--- config.mk ---
export PLATFORM = sky130hd
export DESIGN_NAME = dataflow_decoder
export DESIGN_NICKNAME = d
export VERILOG_FILES = /design/src/rtl/dataflow_decoder.sv
export SDC_FILE = /design/constraint.sdc
export NUM_CORES = 1
export LEC_CHECK = 0
export ABC_CLOCK_PERIOD_IN_PS = 4650
export CORE_MARGIN = 3
export CORE_UTILIZATION = 51
export CTS_BUF_LIST = sky130_fd_sc_hd__clkbuf_16
export DETAILED_ROUTE_END_ITERATION = 7
export MAX_ROUTING_LAYER = met4
export PLACE_DENSITY = 0.81
export RECOVER_POWER = 50
export SLEW_MARGIN = 10
export SYNTH_ARGS = -nofsm -noshare
export SYNTH_HDL_FRONTEND = slang
export SYNTH_SLANG_ARGS = --single-unit
--- constraint.sdc ---
create_clock -name clk -period 4.65 [get_ports clk]
set_input_delay 0.6975 -clock clk [delete_from_list [all_inputs] [get_ports clk]]
set_output_delay 0.6975 -clock clk [all_outputs]
set_load 0.005 [all_outputs]
--- src/rtl/dataflow_decoder.sv ---
// Two-stage decoder for the incrementing/conditional-shift byte code.
// Define DFD_ERR_CNT_EN to build the saturating error counter.
module dataflow_decoder #(
  parameter int                DATA_W = 8,
  parameter logic [DATA_W-1:0] THRESH = DATA_W'('h10),
  parameter int                CNT_W  = 8
) (
  input  logic              clk,
  input  logic              rst_n,
  input  logic              in_valid,
  output logic              in_ready,
  input  logic [DATA_W:0]   in_code,
  input  logic              in_shift,
  output logic              out_valid,
  input  logic              out_ready,
  output logic [DATA_W-1:0] out_data,
  output logic              out_err,
  output logic [CNT_W-1:0]  err_cnt
);

  logic              s1_v;
  logic              s1_sh;
  logic              s1_err;
  logic [DATA_W-1:0] s1_u;

  logic              s1_ld;
  logic              s2_ld;
  logic [DATA_W-1:0] u_c;
  logic              e_c;
  logic [DATA_W-1:0] orig;
  logic              rng_err;

  assign s2_ld    = !out_valid || out_ready;
  assign s1_ld    = !s1_v || s2_ld;
  assign in_ready = s1_ld;

  always_comb begin
    u_c = in_code[DATA_W-1:0];
    e_c = in_code[DATA_W];
    if (in_shift) begin
      u_c = in_code[DATA_W:1];
      e_c = in_code[0];
    end
  end

  // u=0 wraps to all-ones, which is a legal encoding
  always_comb begin
    orig    = s1_u - DATA_W'(1);
    rng_err = s1_sh ? (orig <= THRESH) : (orig > THRESH);
  end

  always_ff @(posedge clk) begin
    if (!rst_n) begin
      s1_v   <= 1'b0;
      s1_sh  <= 1'b0;
      s1_err <= 1'b0;
      s1_u   <= '0;
    end else if (s1_ld) begin
      s1_v   <= in_valid;
      s1_sh  <= in_shift;
      s1_err <= e_c;
      s1_u   <= u_c;
    end
  end

  always_ff @(posedge clk) begin
    if (!rst_n) begin
      out_valid <= 1'b0;
      out_data  <= '0;
      out_err   <= 1'b0;
    end else if (s2_ld) begin
      out_valid <= s1_v;
      out_data  <= orig;
      out_err   <= s1_err | rng_err;
    end
  end

`ifdef DFD_ERR_CNT_EN
  logic [CNT_W-1:0] cnt;

  always_ff @(posedge clk) begin
    if (!rst_n) begin
      cnt <= '0;
    end else if (out_valid && out_ready && out_err && (cnt != '1)) begin
      cnt <= cnt + CNT_W'(1);
    end
  end

  assign err_cnt = cnt;
`else
  assign err_cnt = '0;
`endif

endmodule

==> results by group <==
Clock tree
  • Clock slew at reported path FFs: 60 ps
  • H-Tree Depth: 1
  • Post-CTS Hold Buffers: 0
  • Clock sink total: 21
  • Postcts setup bufs: 0
  • CTS tree: built
  • Skew-Pair Late Insertion Delay: 250 ps
  • Clk root buf: clkbuf_16
  • CTS Buffer Depth: 2
  • Resize count post-CTS: 0
  • CTS buffer count: 3

STA
  • Unrepaired setup endpoints after global routing: false
  • Final cycle utilization of the critical path: 71.4%
  • Final hold violation count: 0
  • Final setup vio count: 0
  • Sum Neg Setup Slack: 0 ps
  • Worst Clk Skew: about 2 ps
  • Final Slew Violations: 0
  • Pin slew with the least headroom to its limit: 689 ps
  • Relative slew margins: between 50% and 60%
  • Min cycle time layout: 3320 ps
  • Fmax: 0.301 GHz
  • Hold WS: 495 ps

Route
  • Vias: a little over 1k
  • Drt first-iter violations: 26
  • Drt pass-1 iters: 4
  • WL per Instance: 14.0 microns
  • Routed via count divided by cell count: 5.60
  • DRT antenna net count: 0
  • Drc violations: 0
  • Detailed-route wire length: 2.54 mm

Worst hold path
  • Hold depth: 1
  • Min-delay src: out_data[7]$_SDFFE_PN0P_
  • Hold EP: out_data[7]$_SDFFE_PN0P_
  • Worst min path class: flip-flop to flip-flop

Worst setup path
  • R2R depth: 5
  • Crit-path max cell delay: 580 ps
  • Setup CP Type: input pin to primary output
  • Cell family with most CP delay: buffers and inverters
  • FF-to-FF Start: s1_u[0]$_SDFFE_PN0P_
  • Reg-to-reg slack, setup: 2640 ps
  • Critical path launch point type: input pin
  • Setup crit start: out_ready
  • CP bufs+invs: 2
  • Critical-path top delay cell: clkdlybuf4s50_1
  • Crit end category: primary output
  • CP Data Required Time: 3950 ps
  • R2r endpoint: out_err$_SDFFE_PN0P_
  • Worst-path cell chain: dlygate4sd3_1 -> nor2b_1 -> nand2_1 -> clkdlybuf4s50_1
  • Critical path arrival: 2620 ps
  • CP Max Fanout: 20

Global route
  • GRT Util Overall: 20.4%
  • GRT overflow: 0
  • Largest net degree at the start of global routing: 22
  • Global-route wire length before repair: 4.26 mm
  • Antenna violations before repair: 0
  • Vias in the first global route: 934

Die
  • Core area: 0.00225 sq mm
  • Die height: 55.1 microns
  • # rows: 17
  • Die footprint: 0.00304 sq mm
  • Chip Width: approximately 55 microns
  • Io pins: 33
  • Starting Density: 54.6%

Finish
  • Nets@finish: 171
  • N_diodes: 0
  • FF/Latch Area: ~420 sq um
  • Non-Filler Instances: 182
  • Post-Route Utilization: 66.4%
  • Layout area overhead: 21.7%
  • Share of layout cells above drive strength 1: 5.19%
  • Final-layout fill cell count: 198
  • Area of the multi-input gates: roughly 710 sq um

Place
  • Gp weighted congestion: 0.880
  • Placed Cells: 178
  • PortBufs: 24
  • Detailed placement HPWL: 1.85 mm

Logic synthesis
  • Syn Std Cell Area: about 0.0012 sq mm
  • Library cells used by synthesis: 39
  • Yosys warnings: 0
  • Post-synthesis cell count: 137
  • Mean post-synth cell area: 8.98 sq um
  • Seq cells post-synth: 21
  • Sequential share of the synthesized area: 34.2%

Pwr
  • Total power: 0.490 mW
  • Pwr Density: 328 mW/mm^2
  • Leak pwr: 0.751 nW
  • Max VDD drop: ~0.29 mV

Run
  • Max-Cap Viols: 0

Run status
  • Status: finished, final reports clean
## cell families (layout without fill, tap and decap cells)
kind of cell	after synthesis	count (layout)	synth area share [%]
and+or+nand+nor	48	48	20.9
AOI/OAI and AO/OA	31	31	21.6
DFF	21	21	34.2
buffers and inverters	21	31	10.3
muxes	9	9	7.32
xor gates and xnor gates	4	4	3.46
adders and majority gates	2	2	2.03
other	1	8	0.305
## worst max-delay path by stage
stage	to	slack, ps	cells after the start
after floorplan	in_ready	2700	3
after global placement	in_ready	1530	4
after detailed placement	in_ready	1470	4
after CTS	in_ready	1450	4
after global routing	in_ready	1150	4
final	in_ready	1330	4
## power by group
group | leakage (nW) | internal, mW | switching [mW]
clock | 0.0409 | 0.115 | 0.0634
combinational | 0.536 | 0.0565 | 0.0435
sequential | 0.175 | 0.196 | 0.0157
total | 0.751 | 0.368 | 0.123
## layout make-up
class | instances | share of cell area (%)
Multi-Input combinational cell | 102 | 47.4
Clock inverter | 1 | 0.334
Clock buffer | 3 | 5.02
Timing Repair Buffer | 24 | 16.1
Tap cell | 28 | 2.34
Sequential cell | 21 | 28.1
Inverter | 3 | 0.753
## routing by layer
layer  part of all wire [%]  global-route usage (%)  vias up  routed length (microns)
met5                      0                       -        -                        0
met2                     51                    32.7       28                     1300
li1                       -                       -      508                        -
met3                    5.0                    4.02        2                      128
met4                    1.0                    8.50        0                       26
met1                     43                    25.1      482                     1090
## synthesized netlist by cell type (all sizes together)
master   instances  area [sq um]
nor2             5          21.3
inv              3          11.3
nor3b            1          7.51
xnor2            2          25.0
o21ai            4          20.0
xor2             2          17.5
nor4             2          18.8
dfxtp           21           420
and2             1          6.26
nor2b            3          18.8
conb             1          3.75
o21bai           1          7.51
nand4b           2          17.5
a31oi            1          6.26
nand2b           5          31.3
a21oi            1          5.00
or3              3          18.8
a21boi           1          7.51
o21a             1          7.51
nand3            4          20.0
mux2i            9          90.1
ha               2          25.0
o211a           16           160
or4              1          11.3
buf             12          92.6
o2111ai          1          8.76
nand2           20          75.1
a41oi            1          8.76
a211o            1          8.76
clkbuf           6          22.5
and4b            1          10.0
a211oi           1          7.51
o31a             2          17.5
## through the flow
step,setup slack (ps),cell area [sq um]
floorplan,2700,1260
global placement,1530,1420
detailed placement,1470,1420
CTS,1450,1500
global route,1150,1500
finish,1330,1500
## worst reg2reg max path: stages (launching register included)
cell and delay, ps:
dfxtp_1 380, or4_4 610, xnor2_2 150, a211oi_1 350, nor2_1 110, o31a_1 310
## cells in the final DEF (no fill, tap or decap), types with 2 or more instances in the layout
cell	Yosys	routed
nand4b_1	2	2
or3_1	3	3
xor2_1	2	2
nand2b_1	5	5
dfxtp_1	21	21
o31a_1	2	2
nand3_1	4	4
conb_1	1	8
mux2i_1	9	9
nor2b_1	3	3
dlygate4sd3_1	0	12
nor2_1	4	4
o21ai_0	1	2
clkdlybuf4s50_1	0	12
nand2_1	20	20
clkbuf_16	0	3
ha_1	2	2
inv_1	3	3
o211a_1	16	16
o21ai_1	3	2
## flip-flops by register name, summed over array words and instances (netlist names)
register   flops
out_valid      1
s1_u           8
out_data       8
out_err        1
s1_v           1
s1_err         1
s1_sh          1
Power figures use the tool's default switching activity.
